`src/rtl/keyboard_fifo_ctrl_if.sv`:
```
// Bundle of the CPU-bus and PS/2-byte handshake signals around keyboard_fifo_ctrl.
//   master : CPU/PS2-controller side (drives strobes, write data, rx bytes, tx status)
//   slave  : keyboard_fifo_ctrl side (drives read data, interrupt, tx byte/strobe)
//   read/write/addr/in_bus : CPU register access strobes, select and write data
//   out_bus/interrupt      : registered read data and level IRQ
//   rx_data/rx_valid       : received byte handshake from the PS/2 byte controller
//   tx_data/tx_send        : command byte and one-cycle send strobe to the controller
//   tx_done/tx_error       : send-complete / send-failed pulses from the controller
interface keyboard_fifo_ctrl_if #(
    parameter int BUS_W = 16
);
    logic             read;
    logic             write;
    logic             addr;
    logic [BUS_W-1:0] in_bus;
    logic [BUS_W-1:0] out_bus;
    logic             interrupt;
    logic [7:0]       rx_data;
    logic             rx_valid;
    logic [7:0]       tx_data;
    logic             tx_send;
    logic             tx_done;
    logic             tx_error;

    modport master (
        output read, write, addr, in_bus, rx_data, rx_valid, tx_done, tx_error,
        input  out_bus, interrupt, tx_data, tx_send
    );

    modport slave (
        input  read, write, addr, in_bus, rx_data, rx_valid, tx_done, tx_error,
        output out_bus, interrupt, tx_data, tx_send
    );
endinterface

```
`src/rtl/keyboard_fifo_ctrl.sv`:
```
// CPU-side PS/2 keyboard port: receive FIFO with overflow tracking, status/control
// registers, interrupt masking, and a command engine that sends a byte, waits for
// the keyboard's ACK (0xFA), resends on 0xFE or send error, and times out.
//   clk   : system clock, all state on posedge
//   rst_n : asynchronous active-low reset
//   bus   : keyboard_fifo_ctrl_if slave modport (CPU bus + PS/2 byte handshakes)
//   Register map: addr 0 = DATA (read pops the FIFO, write starts a command)
//                 addr 1 = STATUS (read) / CTRL (write)
module keyboard_fifo_ctrl #(
    parameter int DEPTH_LOG2  = 5,
    parameter int BUS_W       = 16,
    parameter int ACK_TIMEOUT = 1000000,
    parameter int MAX_RETRY   = 3
) (
    input  logic                 clk,
    input  logic                 rst_n,
    keyboard_fifo_ctrl_if.slave  bus
);
    localparam int DEPTH   = 1 << DEPTH_LOG2;
    localparam int TIMER_W = $clog2(ACK_TIMEOUT + 1);
    localparam int RETRY_W = (MAX_RETRY > 0) ? $clog2(MAX_RETRY + 1) : 1;
    localparam logic [DEPTH_LOG2:0] FULL_COUNT  = (DEPTH_LOG2 + 1)'(DEPTH);
    localparam logic [TIMER_W-1:0]  TIMER_LAST  = TIMER_W'(ACK_TIMEOUT - 1);
    localparam logic [RETRY_W-1:0]  RETRY_LIMIT = RETRY_W'(MAX_RETRY);

    typedef enum logic [1:0] {IDLE, SEND, WAIT_TX, WAIT_ACK} state_t;

    state_t                state;
    logic [7:0]            mem [DEPTH];
    logic [DEPTH_LOG2-1:0] rd_ptr;
    logic [DEPTH_LOG2-1:0] wr_ptr;
    logic [DEPTH_LOG2:0]   count;
    logic                  overflow;
    logic                  cmd_err;
    logic                  irq_en;
    logic [RETRY_W-1:0]    retry;
    logic [TIMER_W-1:0]    timer;
    logic [7:0]            tx_data_q;
    logic                  tx_send_q;
    logic [BUS_W-1:0]      out_bus_q;

    logic nonempty, full, busy;
    logic data_rd, stat_rd, data_wr, ctrl_wr;
    logic ack_byte, nak_byte, push_req, flush, pop, push, ovf_event;
    logic [BUS_W-1:0] data_word, status_word;
    logic unused_in_bits;

    assign nonempty = (count != '0);
    assign full     = (count == FULL_COUNT);
    assign busy     = (state != IDLE);

    assign data_rd = bus.read  & ~bus.addr;
    assign stat_rd = bus.read  &  bus.addr;
    assign data_wr = bus.write & ~bus.addr;
    assign ctrl_wr = bus.write &  bus.addr;

    // ACK/resend bytes are swallowed by the command engine only while it waits for a reply;
    // at any other time they are ordinary scancodes.
    assign ack_byte = (state == WAIT_ACK) & bus.rx_valid & (bus.rx_data == 8'hFA);
    assign nak_byte = (state == WAIT_ACK) & bus.rx_valid & (bus.rx_data == 8'hFE);
    assign push_req = bus.rx_valid & ~(ack_byte | nak_byte);

    // Flush beats any push or pop in the same cycle. A pop frees a slot, so a push
    // into a full FIFO is accepted when a pop happens alongside it.
    assign flush     = ctrl_wr & bus.in_bus[7];
    assign pop       = data_rd & nonempty & ~flush;
    assign push      = push_req & ~flush & (~full | pop);
    assign ovf_event = push_req & ~flush & full & ~pop;

    assign unused_in_bits = ^{bus.in_bus[BUS_W-1:8], bus.in_bus[6:5], bus.in_bus[3], bus.in_bus[1]};

    always_comb begin
        data_word = '0;
        if (nonempty) begin
            data_word[BUS_W-1] = 1'b1;
            data_word[7:0]     = mem[rd_ptr];
        end
        status_word                   = '0;
        status_word[8+DEPTH_LOG2:8]   = count;
        status_word[5:0]              = {irq_en, cmd_err, busy, overflow, full, nonempty};
    end

    // FIFO storage has no reset; validity is tracked by the pointers and count.
    always_ff @(posedge clk) begin
        if (push) begin
            mem[wr_ptr] <= bus.rx_data;
        end
    end

    always_ff @(posedge clk or negedge rst_n) begin
        if (!rst_n) begin
            rd_ptr <= '0;
            wr_ptr <= '0;
            count  <= '0;
        end else if (flush) begin
            rd_ptr <= '0;
            wr_ptr <= '0;
            count  <= '0;
        end else begin
            if (push) wr_ptr <= wr_ptr + 1'b1;
            if (pop)  rd_ptr <= rd_ptr + 1'b1;
            case ({push, pop})
                2'b10:   count <= count + 1'b1;
                2'b01:   count <= count - 1'b1;
                default: count <= count;
            endcase
        end
    end

    // Read data register and the CTRL-owned flags. A new overflow wins over a
    // same-cycle clear so the event is never lost.
    always_ff @(posedge clk or negedge rst_n) begin
        if (!rst_n) begin
            out_bus_q <= '0;
            overflow  <= 1'b0;
            irq_en    <= 1'b1;
        end else begin
            if (data_rd) begin
                out_bus_q <= data_word;
            end else if (stat_rd) begin
                out_bus_q <= status_word;
            end
            if (ctrl_wr) begin
                irq_en <= bus.in_bus[0];
                if (bus.in_bus[2]) overflow <= 1'b0;
            end
            if (ovf_event) overflow <= 1'b1;
        end
    end

    // Command engine. tx_send is asserted on entry to SEND, so it is high for exactly
    // the one cycle spent in SEND. cmd_err set conditions override a same-cycle clear.
    always_ff @(posedge clk or negedge rst_n) begin
        if (!rst_n) begin
            state     <= IDLE;
            retry     <= '0;
            timer     <= '0;
            tx_data_q <= 8'h00;
            tx_send_q <= 1'b0;
            cmd_err   <= 1'b0;
        end else begin
            tx_send_q <= 1'b0;
            if (ctrl_wr && bus.in_bus[4]) cmd_err <= 1'b0;
            case (state)
                IDLE: begin
                    if (data_wr) begin
                        tx_data_q <= bus.in_bus[7:0];
                        retry     <= '0;
                        tx_send_q <= 1'b1;
                        state     <= SEND;
                    end
                end
                SEND: begin
                    state <= WAIT_TX;
                end
                WAIT_TX: begin
                    if (bus.tx_done) begin
                        timer <= '0;
                        state <= WAIT_ACK;
                    end else if (bus.tx_error) begin
                        if (retry < RETRY_LIMIT) begin
                            retry     <= retry + 1'b1;
                            tx_send_q <= 1'b1;
                            state     <= SEND;
                        end else begin
                            cmd_err <= 1'b1;
                            state   <= IDLE;
                        end
                    end
                end
                WAIT_ACK: begin
                    if (ack_byte) begin
                        state <= IDLE;
                    end else if (nak_byte) begin
                        if (retry < RETRY_LIMIT) begin
                            retry     <= retry + 1'b1;
                            tx_send_q <= 1'b1;
                            state     <= SEND;
                        end else begin
                            cmd_err <= 1'b1;
                            state   <= IDLE;
                        end
                    end else if (timer == TIMER_LAST) begin
                        cmd_err <= 1'b1;
                        state   <= IDLE;
                    end else begin
                        timer <= timer + 1'b1;
                    end
                end
                default: state <= IDLE;
            endcase
            if (data_wr && state != IDLE) cmd_err <= 1'b1;
        end
    end

    assign bus.out_bus   = out_bus_q;
    assign bus.tx_data   = tx_data_q;
    assign bus.tx_send   = tx_send_q;
    assign bus.interrupt = irq_en & (nonempty | overflow);
endmodule
```
`src/flat_wrapper.sv`:
```
// flat-port wrapper written by rule: the top's interface ports become plain ports
module keyboard_fifo_ctrl_flat 
#(
    parameter int DEPTH_LOG2  = 5,
    parameter int BUS_W       = 16,
    parameter int ACK_TIMEOUT = 1000000,
    parameter int MAX_RETRY   = 3
)
  (clk, rst_n, bus_read, bus_write, bus_addr, bus_in_bus, bus_rx_data, bus_rx_valid, bus_tx_done, bus_tx_error, bus_out_bus, bus_interrupt, bus_tx_data, bus_tx_send);
  keyboard_fifo_ctrl_if #(.BUS_W(BUS_W)) bus_i ();
  input  logic clk;
  input  logic rst_n;
  input wire logic [$bits(bus_i.read)-1:0] bus_read;
  input wire logic [$bits(bus_i.write)-1:0] bus_write;
  input wire logic [$bits(bus_i.addr)-1:0] bus_addr;
  input wire logic [$bits(bus_i.in_bus)-1:0] bus_in_bus;
  input wire logic [$bits(bus_i.rx_data)-1:0] bus_rx_data;
  input wire logic [$bits(bus_i.rx_valid)-1:0] bus_rx_valid;
  input wire logic [$bits(bus_i.tx_done)-1:0] bus_tx_done;
  input wire logic [$bits(bus_i.tx_error)-1:0] bus_tx_error;
  output wire logic [$bits(bus_i.out_bus)-1:0] bus_out_bus;
  output wire logic [$bits(bus_i.interrupt)-1:0] bus_interrupt;
  output wire logic [$bits(bus_i.tx_data)-1:0] bus_tx_data;
  output wire logic [$bits(bus_i.tx_send)-1:0] bus_tx_send;
  assign bus_i.read = bus_read;
  assign bus_i.write = bus_write;
  assign bus_i.addr = bus_addr;
  assign bus_i.in_bus = bus_in_bus;
  assign bus_i.rx_data = bus_rx_data;
  assign bus_i.rx_valid = bus_rx_valid;
  assign bus_i.tx_done = bus_tx_done;
  assign bus_i.tx_error = bus_tx_error;
  assign bus_out_bus = bus_i.out_bus;
  assign bus_interrupt = bus_i.interrupt;
  assign bus_tx_data = bus_i.tx_data;
  assign bus_tx_send = bus_i.tx_send;
  keyboard_fifo_ctrl #(.DEPTH_LOG2(DEPTH_LOG2), .BUS_W(BUS_W), .ACK_TIMEOUT(ACK_TIMEOUT), .MAX_RETRY(MAX_RETRY)) u_core (.clk(clk), .rst_n(rst_n), .bus(bus_i));
endmodule
```
`config.mk`:
```
export PLATFORM = sky130hd
export DESIGN_NAME = keyboard_fifo_ctrl_flat
export DESIGN_NICKNAME = d
export VERILOG_FILES = /design/src/rtl/keyboard_fifo_ctrl_if.sv /design/src/rtl/keyboard_fifo_ctrl.sv /design/src/flat_wrapper.sv
export SDC_FILE = /design/constraint.sdc
export NUM_CORES = 1
export LEC_CHECK = 0
export ABC_CLOCK_PERIOD_IN_PS = 6790
export CAP_MARGIN = 15
export CORE_ASPECT_RATIO = 0.9
export CORE_MARGIN = 2
export CORE_UTILIZATION = 40
export CTS_BUF_LIST = sky130_fd_sc_hd__clkbuf_2
export DETAILED_ROUTE_END_ITERATION = 8
export MAX_ROUTING_LAYER = met4
export PLACE_DENSITY = 0.53
export SLEW_MARGIN = 25
export SYNTH_ARGS = -nofsm -noshare
export SYNTH_HDL_FRONTEND = slang
export SYNTH_SLANG_ARGS = --single-unit
export TNS_END_PERCENT = 1
```
`constraint.sdc`:
```
create_clock -name clk -period 6.79 [get_ports clk]
set_clock_uncertainty 0.15 [all_clocks]
set_input_delay 1.358 -clock clk [delete_from_list [all_inputs] [get_ports clk]]
set_output_delay 1.358 -clock clk [all_outputs]
set_load 0.02 [all_outputs]
```
==> results of run 1 <==
-- synth_stat cells (12+ instances only) --
master                       n  area [um^2]
sky130_fd_sc_hd__edfxtp_1  256         7687
sky130_fd_sc_hd__dfrtp_1    66         1652
sky130_fd_sc_hd__nor2_1     58        217.7
sky130_fd_sc_hd__nand2_1    44        165.2
sky130_fd_sc_hd__mux4_2     38        855.8
sky130_fd_sc_hd__a21oi_1    30        150.1
sky130_fd_sc_hd__mux2i_1    30        300.3
sky130_fd_sc_hd__clkbuf_1   20        75.07
sky130_fd_sc_hd__o21ai_0    19        95.09
sky130_fd_sc_hd__a22oi_1    15        112.6
sky130_fd_sc_hd__mux4_1     14        367.9
sky130_fd_sc_hd__buf_2      13        65.06
sky130_fd_sc_hd__inv_1      13        48.80
sky130_fd_sc_hd__nand3_1    12        60.06
-- flip-flops by register name (all words and copies together) (netlist names) --
name and count:
u_core.rd_ptr 5, u_core.count 6, u_core.irq_en 1, u_core.bus.tx_data 8, u_core.wr_ptr 5, u_core.mem 256
u_core.state 2, u_core.bus.tx_send 1, u_core.cmd_err 1, u_core.bus.out_bus 15, u_core.retry 2, u_core.timer 20
u_core.overflow 1
-- layout make-up --
cell class                      count  area [um^2]  share of cell area
Sequential cell                   323         9370              0.6168
Antenna cell                        2        5.005           0.0003294
Tap cell                          422        528.0             0.03476
Multi-Input combinational cell    450         3890              0.2561
Clock buffer                      115        575.6             0.03788
Timing Repair Buffer               64        598.1             0.03937
Inverter                           14        52.55            0.003459
Clock inverter                     26        172.7             0.01137
-- how the worst min path moves through the flow --
| stage | start | to | slack (ns) |
|---|---|---|---|
| after global placement | u_core.retry[0] | u_core.retry[0] | 0.32 |
| final | u_core.retry[0] | u_core.retry[0] | 0.34 |
| after CTS | u_core.retry[0] | u_core.retry[0] | 0.35 |
| after floorplan | u_core.retry[0] | u_core.retry[0] | 0.30 |
| after global routing | u_core.retry[0] | u_core.retry[0] | 0.38 |
| after detailed placement | u_core.retry[0] | u_core.retry[0] | 0.33 |
-- kinds of logic after synthesis --
logic type	count (synthesis)	synth area share
adders and majority gates	12	0.01164
xor gates and xnor gates	8	0.005173
buffers and inverters	57	0.02125
AOI/OAI and AO/OA	143	0.07465
DFF	323	0.6915
muxes	95	0.1233
and+or+nand+nor	191	0.07216
other	1	0.0002769
-- report_power, final --
| part | internal (mW) | switching (mW) | total (mW) |
|---|---|---|---|
| clock | 0.536 | 0.787 | 1.32 |
| combinational | 0.610 | 0.771 | 1.38 |
| sequential | 2.31 | 0.184 | 2.50 |
| total | 3.46 | 1.74 | 5.20 |
-- layer usage --
| layer | global-route usage | vias to the layer above | share of wire |
|---|---|---|---|
| li1 | - | 3563 | - |
| met1 | 0.2700 | 3965 | 0.48 |
| met2 | 0.2738 | 245 | 0.45 |
| met3 | 0.04349 | 44 | 0.054 |
| met4 | 0.06234 | 0 | 0.018 |
| met5 | - | - | 0 |
-- per-stage QoR --
step	hold WS, ns	total power, mW	worst slack, ns	std cells
5_1_grt	0.3796	5.499	2.415	1416
3_3_place_gp	0.3208	3.918	1.926	1273
3_5_place_dp	0.3285	3.929	1.917	1273
4_1_cts	0.3480	5.263	2.493	1414
2_1_floorplan	0.2990	3.430	3.006	830
6_report	0.3432	5.202	2.598	1416
-- cell usage in the layout, fill, tap and decap left out, types with 5 or more instances in the layout --
cell type                         synthesis  final
sky130_fd_sc_hd__o221ai_1                11     11
sky130_fd_sc_hd__edfxtp_1               256    256
sky130_fd_sc_hd__nand2b_1                 7      7
sky130_fd_sc_hd__nand2_1                 44     44
sky130_fd_sc_hd__a22o_1                   5      5
sky130_fd_sc_hd__o21ai_0                 19     19
sky130_fd_sc_hd__buf_4                    3     17
sky130_fd_sc_hd__and3_1                  11     11
sky130_fd_sc_hd__or4_1                   10     10
sky130_fd_sc_hd__clkbuf_2                 0    115
sky130_fd_sc_hd__a22oi_1                 15     15
sky130_fd_sc_hd__nor2_1                  58     58
sky130_fd_sc_hd__mux2_2                  10     10
sky130_fd_sc_hd__dfrtp_1                 66     64
sky130_fd_sc_hd__a211oi_2                 5      5
sky130_fd_sc_hd__mux4_1                  14     14
sky130_fd_sc_hd__nand3_1                 12     12
sky130_fd_sc_hd__a221o_1                  5      5
sky130_fd_sc_hd__clkdlybuf4s50_1          0     47
sky130_fd_sc_hd__a21oi_1                 30     30
sky130_fd_sc_hd__mux4_2                  38     38
sky130_fd_sc_hd__clkinv_1                 0     15
sky130_fd_sc_hd__mux2i_1                 30     30
sky130_fd_sc_hd__nand4_1                  8      8
sky130_fd_sc_hd__inv_1                   13     13
sky130_fd_sc_hd__a31oi_1                  6      6
sky130_fd_sc_hd__nor2b_1                 11     11
sky130_fd_sc_hd__o21a_1                   7      7
sky130_fd_sc_hd__o31ai_1                 10     10
sky130_fd_sc_hd__ha_1                    11     11
sky130_fd_sc_hd__nand3b_1                 5      5
==> reports/results.txt, run 1 <==
Latest clock arrival within the worst-skew pair: 0.93 ns
Pin count of the biggest net entering global routing: 68
Post-synth design cell area: 13540 um^2
Worst slew slack as a fraction of its limit: 0.3838
Via count of the first global-routing pass: 7779
Period minus WS final: 4.192 ns
DRC: 0
Fraction of the yosys area taken by sequential cells: 0.6915
Hold-fix buffer count after cts: 0
Clock tree from TritonCTS: built
CP max stage delay: 0.54 ns
Path category of the worst min-delay check: reg2reg
Required time of the worst setup path: 5.28 ns
Actual transition at the worst max-transition pin: 0.9182 ns
Post-synth EDFFs: 256
Clock-pin slew on the worst setup and hold paths: 0.10 ns
Wire length of the first global-routing pass: 47670 um
TritonCTS Sinks: 323
Number of placement rows: 63
Capture point of the critical path: bus_interrupt
Utilization after layout: 0.4589
Vias: 7817
End of the worst register-to-register path: u_core.bus.out_bus[7]
Yosys warnings: 0
Worst Hold Path Cells: 1
Clock buffer count from CTS: 81
GRT Util Overall: 0.1908
Status: finished clean
Worst Path Class, Setup: reg2out
Arrival time of the worst setup path: 2.68 ns
Number of buffer and inverter stages on the critical path: 1
Standby leakage power: 5.334 nW
Routed via count divided by cell count: 5.520
Post CTS Setup Buffer Count: 0
IO Port Bufs: 48
Stages on worst setup path: 4
Area of the core region: 33110 um^2
Flip-flop and latch count after synthesis: 323
Routed Wire Length: 31760 um
Post-route setup TNS: 0 ns
Unrepaired setup endpoints after global routing: no
Post-synthesis to final-layout area growth: 12.18%
Starting density of the core: 0.4091
Initial antenna violation count: 1
Sort of element at the end of the critical path: primary output
Instance count of the mapped netlist: 830
Weighted congestion reported at the end of routability-driven placement: 0.8156
Number of unique standard cell types used by synthesis: 67
Delay-heaviest family, CP: simple AND/OR/NAND/NOR gates
PwrDens: 342.4 nW/um^2
Half-perimeter wire length of the detailed placement result: 19610 um
Worst vdd rail ir drop: 0.1644 mV
X dimension of the die: 198.0 um
Global-route congestion overflow total: 0
Reg2reg setup slack: 3.46 ns
Clock root buffer: sky130_fd_sc_hd__clkbuf_2
H-Tree Level Count: 3
Total of cells resized after clock tree synthesis: 0
Violation count after the first detailed-route iteration: 580
Mean post-synth cell area: 16.32 um^2
Average wire per cell in the routed design: 22.43 um
Post-detailed-route count of antenna-violating nets: 0
Worst reg2reg startpoint: u_core.rd_ptr[0]
Die Outline Area: 35350 um^2
Number of top-level pins: 58
Startpoint kind of the worst setup timing path: flip-flop
Critical path, cell by cell: nor4_4 -> nand2_1 -> o21a_1 -> clkdlybuf4s50_1
Highest-delay cell along the critical path: sky130_fd_sc_hd__clkdlybuf4s50_1
Largest fanout on the critical path: 7
Register-to-Register Path Depth: 6
# Max-Cap Violations: 0
Number of iterations in the first detailed-routing pass: 6
Nets: 978
Fin area: 15190 um^2
Critical Path Start: u_core.count[0]
Setup Viol. Count Final: 0
Maximum operating frequency: 0.2385 GHz
Part of the cycle the worst path needs: 0.6174
Post-Synthesis Net Count: 874
Cell area after placement: 14440 um^2
Layout cell share with drive strength beyond 1: 0.2137
Die outline height: 178.6 um
Final-layout fill cell count: 2948
Final hold vios: 0
Clock buffer depth: 3
Prevailing post-synth register cell: sky130_fd_sc_hd__edfxtp_1
Post-synthesis async set-or-reset flop share: 0.2074
Slew Viols, Final: 0
Power figures use the tool's default switching activity.
==> inputs of run 2 (changes only) <==
--- a/config.mk
+++ b/config.mk
@@ -5,7 +5,7 @@
 export SDC_FILE = /design/constraint.sdc
 export NUM_CORES = 1
 export LEC_CHECK = 0
-export ABC_CLOCK_PERIOD_IN_PS = 6790
+export ABC_CLOCK_PERIOD_IN_PS = 3410
 export CAP_MARGIN = 15
 export CORE_ASPECT_RATIO = 0.9
 export CORE_MARGIN = 2
@@ -13,7 +13,7 @@
 export CTS_BUF_LIST = sky130_fd_sc_hd__clkbuf_2
 export DETAILED_ROUTE_END_ITERATION = 8
 export MAX_ROUTING_LAYER = met4
-export PLACE_DENSITY = 0.53
+export PLACE_DENSITY = 0.56
 export SLEW_MARGIN = 25
 export SYNTH_ARGS = -nofsm -noshare
 export SYNTH_HDL_FRONTEND = slang
==> constraint.sdc (replaced) <==
create_clock -name clk -period 3.41 [get_ports clk]
set_clock_uncertainty 0.15 [all_clocks]
set_input_delay 0.682 -clock clk [delete_from_list [all_inputs] [get_ports clk]]
set_output_delay 0.682 -clock clk [all_outputs]
set_load 0.02 [all_outputs]
==> reports/results.txt, run 2 (synthesis results as in run 1) <==
Total placed cells including tap cells: 1312
X dimension of the die: 198.0 um
GRT Util Overall: 0.1899
Sort of element at the end of the critical path: primary output
Latest clock arrival within the worst-skew pair: 0.93 ns
Maximum operating frequency: 0.3162 GHz
Wire length of the first global-routing pass: 47790 um
Part of the cycle the worst path needs: 0.9274
Global-route congestion overflow total: 0
End of the worst register-to-register path: u_core.count[5]
Worst vdd rail ir drop: 0.2811 mV
Worst reg2reg startpoint: u_core.state[0]
Final-layout fill cell count: 2967
CP max stage delay: 0.46 ns
Setup Viol. Count Final: 0
Half-perimeter wire length of the detailed placement result: 20040 um
Highest-delay cell along the critical path: sky130_fd_sc_hd__dfrtp_1
Unrepaired setup endpoints after global routing: no
Post-synthesis to final-layout area growth: 15.01%
Clock buffer depth: 3
Period minus WS final: 3.162 ns
Layout cell share with drive strength beyond 1: 0.2546
Starting density of the core: 0.4091
Arrival time of the worst setup path: 2.33 ns
Routed via count divided by cell count: 5.512
Utilization after layout: 0.4705
Post-detailed-route count of antenna-violating nets: 0
Worst slew slack as a fraction of its limit: 0.3898
Required time of the worst setup path: 2.58 ns
Worst Hold Path Cells: 2
Fin area: 15580 um^2
Clock tree from TritonCTS: built
Cell area after placement: 14770 um^2
# Max-Cap Violations: 0
Number of flip-flops under the largest register name: 256
Worst slack after detailed placement: -0.2602 ns
PwrDens: 686.1 nW/um^2
Final Total Pwr: 10.69 mW
Status: finished clean
Delay-heaviest family, CP: simple AND/OR/NAND/NOR gates
H-Tree Level Count: 3
Final hold vios: 0
Slew Viols, Final: 0
Number of top-level pins: 58
Post-Route Hold Slack: 0.2461 ns
Number of iterations in the first detailed-routing pass: 5
Die Outline Area: 35350 um^2
Startpoint kind of the worst setup timing path: flip-flop
DRC: 0
Top reg by flops: u_core.mem
Finished Layout Cells: 1456
Register-to-Register Path Depth: 10
Actual transition at the worst max-transition pin: 0.9120 ns
Initial antenna violation count: 2
Area of the core region: 33110 um^2
Worst Path Class, Setup: reg2out
WHS Endpoint: u_core.bus.tx_data[5]
Violation count after the first detailed-route iteration: 615
Clock buffer count from CTS: 82
Number of buffer and inverter stages on the critical path: 1
Average wire per cell in the routed design: 21.91 um
IO Port Bufs: 48
Clock-pin slew on the worst setup and hold paths: 0.10 ns
TritonCTS Sinks: 323
Post-route setup TNS: 0 ns
Critical path, cell by cell: nor4_4 -> nand2_1 -> o21a_1 -> dlygate4sd2_1
Pin count of the biggest net entering global routing: 68
Launch point of the worst hold path: bus_in_bus[5]
Die outline height: 178.6 um
Path category of the worst min-delay check: in2reg
Nets: 1020
Reg2reg setup slack: 0.46 ns
Clock root buffer: sky130_fd_sc_hd__clkbuf_2
Via count of the first global-routing pass: 7856
Weighted congestion reported at the end of routability-driven placement: 0.8418
Largest fanout on the critical path: 4
Routed Wire Length: 31900 um
Standby leakage power: 5.590 nW
Most used cells in the layout excluding fill and tap cells: 256 x sky130_fd_sc_hd__edfxtp_1, 127 x sky130_fd_sc_hd__clkbuf_2, 63 x sky130_fd_sc_hd__dfrtp_1
Number of placement rows: 63
Commonest non-fill, non-tap cell in the layout: sky130_fd_sc_hd__edfxtp_1
Setup ws final: 0.2476 ns
Vias: 8025
-- run 2: what timing repair did --
item	4_1_cts	5_1_grt
setup buffers	1	0
endpoints found under the hold margin	66	0
hold buffers	1	0
gates resized for setup	2	0
setup endpoints to repair	1	0
-- run 2: worst reg2reg max path, cell delays in order, from the launching register on --
cell and delay, ns:
sky130_fd_sc_hd__dfrtp_1 0.57, sky130_fd_sc_hd__nand2_1 0.22, sky130_fd_sc_hd__o31a_1 0.36, sky130_fd_sc_hd__nor2_1 0.11, sky130_fd_sc_hd__buf_4 0.15, sky130_fd_sc_hd__ha_1 0.24, sky130_fd_sc_hd__a211oi_1 0.30, sky130_fd_sc_hd__o21a_1 0.20
sky130_fd_sc_hd__nor4_1 0.06, sky130_fd_sc_hd__or2_2 0.29, sky130_fd_sc_hd__o211ai_1 0.17
-- run 2: worst max-delay path by stage --
| stage | slack [ns] | depth (start not counted) | start | to |
|---|---|---|---|---|
| final | 0.25 | 4 | u_core.count[2] | bus_interrupt |
| after global routing | 0.10 | 4 | u_core.count[2] | bus_interrupt |
| after CTS | 0.13 | 4 | u_core.count[2] | bus_interrupt |
| after detailed placement | -0.26 | 12 | bus_rx_data[5] | u_core.count[5] |
| after global placement | -0.27 | 12 | bus_rx_data[5] | u_core.count[5] |
| after floorplan | 0.30 | 11 | bus_addr | u_core.count[5] |
-- run 2: area by class of cell --
| cell class | instances | area, um^2 | area share |
|---|---|---|---|
| diodes | 1 | 2.502 | 0.0001607 |
| clock buffers | 127 | 635.6 | 0.04081 |
| clock inverters | 14 | 151.4 | 0.009720 |
| inverters | 14 | 52.55 | 0.003374 |
| multi-input cells | 450 | 3890 | 0.2497 |
| flip-flops and latches | 323 | 9371 | 0.6017 |
| well taps | 422 | 528.0 | 0.03390 |
| repair buffers | 105 | 944.7 | 0.06065 |
-- run 2: report_power, final --
group	total [mW]	switching [mW]	leakage, nW	internal [mW]
clock network	2.78	1.56	0.605	1.21
registers	4.94	0.323	3.16	4.62
logic	2.97	1.62	1.82	1.35
total	10.7	3.50	5.59	7.18
-- run 2: per-layer routing --
metal	track usage	up-vias	share of wire
met3	0.04046	52	0.054
met4	0.05702	0	0.016
met1	0.2657	4072	0.47
li1	-	3653	-
met2	0.2804	248	0.46
met5	-	-	0
==> inputs of run 3 (changes only) <==
--- a/config.mk
+++ b/config.mk
@@ -11,6 +11,7 @@
 export CORE_MARGIN = 2
 export CORE_UTILIZATION = 40
 export CTS_BUF_LIST = sky130_fd_sc_hd__clkbuf_2
+export CTS_CLUSTER_DIAMETER = 30
 export DETAILED_ROUTE_END_ITERATION = 8
 export MAX_ROUTING_LAYER = met4
 export PLACE_DENSITY = 0.56
==> reports/results.txt, run 3 (synthesis results as in run 1) <==
CP max stage delay: 0.47 ns
Highest-delay cell along the critical path: sky130_fd_sc_hd__dfrtp_1
Half-perimeter wire length of the detailed placement result: 20040 um
Reg2reg setup slack: 0.50 ns
Unrepaired setup endpoints after global routing: no
Number of buffer and inverter stages on the critical path: 1
Via count of the first global-routing pass: 7872
Latest clock arrival within the worst-skew pair: 0.91 ns
TritonCTS Sinks: 323
Post-synthesis to final-layout area growth: 14.80%
Number of placement rows: 63
Total placed cells including tap cells: 1312
Startpoint kind of the worst setup timing path: flip-flop
# Max-Cap Violations: 0
Post-detailed-route count of antenna-violating nets: 0
Worst reg2reg startpoint: u_core.state[0]
Vias: 8002
Actual transition at the worst max-transition pin: 0.9342 ns
End of the worst register-to-register path: u_core.count[5]
Delay-heaviest family, CP: simple AND/OR/NAND/NOR gates
Register-to-Register Path Depth: 10
Launch point of the worst hold path: bus_in_bus[5]
Required time of the worst setup path: 2.58 ns
Top reg by flops: u_core.mem
Die Outline Area: 35350 um^2
Part of the cycle the worst path needs: 0.9233
Combinational fraction of design power: 0.282
Status: finished clean
Worst slew slack as a fraction of its limit: 0.3749
Worst Hold Path Cells: 2
PwrDens: 677.4 nW/um^2
Weighted congestion reported at the end of routability-driven placement: 0.8418
Violation count after the first detailed-route iteration: 543
Number of iterations in the first detailed-routing pass: 5
Slew Viols, Final: 0
Layout cell share with drive strength beyond 1: 0.2510
Arrival time of the worst setup path: 2.32 ns
X dimension of the die: 198.0 um
Average wire per cell in the routed design: 21.67 um
Nets: 1023
Clock buffer depth: 3
IO Port Bufs: 48
Final Total Pwr: 10.53 mW
Worst Path Class, Setup: reg2out
Wire length of the first global-routing pass: 47470 um
H-Tree Level Count: 3
Path category of the worst min-delay check: in2reg
Number of flip-flops under the largest register name: 256
Standby leakage power: 5.577 nW
Setup Viol. Count Final: 0
Final hold vios: 0
Routed Wire Length: 31700 um
Clock network fraction of total power: 0.250
Pin count of the biggest net entering global routing: 68
Clock-pin slew on the worst setup and hold paths: 0.09 ns
DRC: 0
Sw Ratio: 0.3321
Most used cells in the layout excluding fill and tap cells: 256 x sky130_fd_sc_hd__edfxtp_1, 126 x sky130_fd_sc_hd__clkbuf_2, 64 x sky130_fd_sc_hd__dfrtp_1
Global-route congestion overflow total: 0
Initial antenna violation count: 1
Routed via count divided by cell count: 5.470
Sort of element at the end of the critical path: primary output
Cell internal pwr: 7.034 mW
GRT Util Overall: 0.1888
Clock tree from TritonCTS: built
Switching power total: 3.497 mW
Maximum operating frequency: 0.3176 GHz
Final-layout fill cell count: 2976
Largest fanout on the critical path: 5
Flop pwr share: 0.468
Die outline height: 178.6 um
Period minus WS final: 3.149 ns
Worst vdd rail ir drop: 0.2842 mV
Starting density of the core: 0.4091
Clock buffer count from CTS: 85
Critical path, cell by cell: nor4_4 -> nand2_1 -> o21a_1 -> dlygate4sd2_1
Number of top-level pins: 58
Finished Layout Cells: 1463
Clock root buffer: sky130_fd_sc_hd__clkbuf_2
Area of the core region: 33110 um^2
Commonest non-fill, non-tap cell in the layout: sky130_fd_sc_hd__edfxtp_1
WHS Endpoint: u_core.bus.tx_data[5]
## run 3: final cells by class
class	instances	area, um^2	share of cell area
antenna	1	2.502	0.0001610
multi-input combinational	450	3890	0.2502
sequential	323	9370	0.6027
clock buffer	126	630.6	0.04056
timing repair buffer	105	944.7	0.06076
tap	422	528.0	0.03396
inverter	14	52.55	0.003380
clock inverter	22	128.9	0.008289
## run 3: metal layers
| layer | wire length, um | track usage |
|---|---|---|
| met1 | 14560 | 0.2614 |
| met2 | 14680 | 0.2788 |
| met3 | 1837 | 0.04141 |
| met4 | 616 | 0.06172 |
| met5 | 0 | - |
## run 3: what timing repair did
action,4_1_cts,5_1_grt
setup buffers,1,0
setup endpoints to repair,1,0
endpoints found under the hold margin,66,0
resized for setup,1,0
hold buffers,1,0
## run 3: worst max path at each step
stage	start	to	slack, ns	depth (start not counted)
after floorplan	bus_addr	u_core.count[5]	0.30	11
after global placement	bus_rx_data[5]	u_core.count[5]	-0.27	12
after detailed placement	bus_rx_data[5]	u_core.count[5]	-0.26	12
after CTS	u_core.count[1]	bus_interrupt	0.16	4
after global routing	u_core.count[1]	bus_interrupt	0.08	4
final	u_core.count[1]	bus_interrupt	0.26	4
## run 3: worst reg2reg max path: cells and delay by family, from the launching register on
kind / cells / cell delay, ns
AOI/OAI and AO/OA: 4 / 1.02
and+or+nand+nor: 4 / 0.68
DFF: 1 / 0.56
adders and majority gates: 1 / 0.25
buffers and inverters: 1 / 0.15
## run 3: power by group through the flow
stage | Sequential (mW) | Combinational [mW] | Clock (mW)
global placement | 5.01 | 2.96 | 0
global route | 4.98 | 3.20 | 2.93
finish | 4.93 | 2.97 | 2.63
CTS | 4.93 | 2.99 | 2.73
detailed placement | 5.02 | 2.96 | 0
floorplan | 4.97 | 1.86 | 0
## run 3: per-stage QoR
stage | util | hold slack (ns) | setup slack (ns) | setup TNS [ns] | cell area [um^2]
2_1_floorplan | - | 0.2364 | 0.3016 | 0 | 13540
3_3_place_gp | 0.4461 | 0.3209 | -0.2691 | -18.54 | 14770
3_5_place_dp | 0.4461 | 0.3333 | -0.2602 | -21.36 | 14770
4_1_cts | 0.4695 | 0.1513 | 0.1591 | 0 | 15540
5_1_grt | 0.4696 | 0.1498 | 0.07874 | 0 | 15550
6_report | 0.4696 | 0.2351 | 0.2614 | 0 | 15550
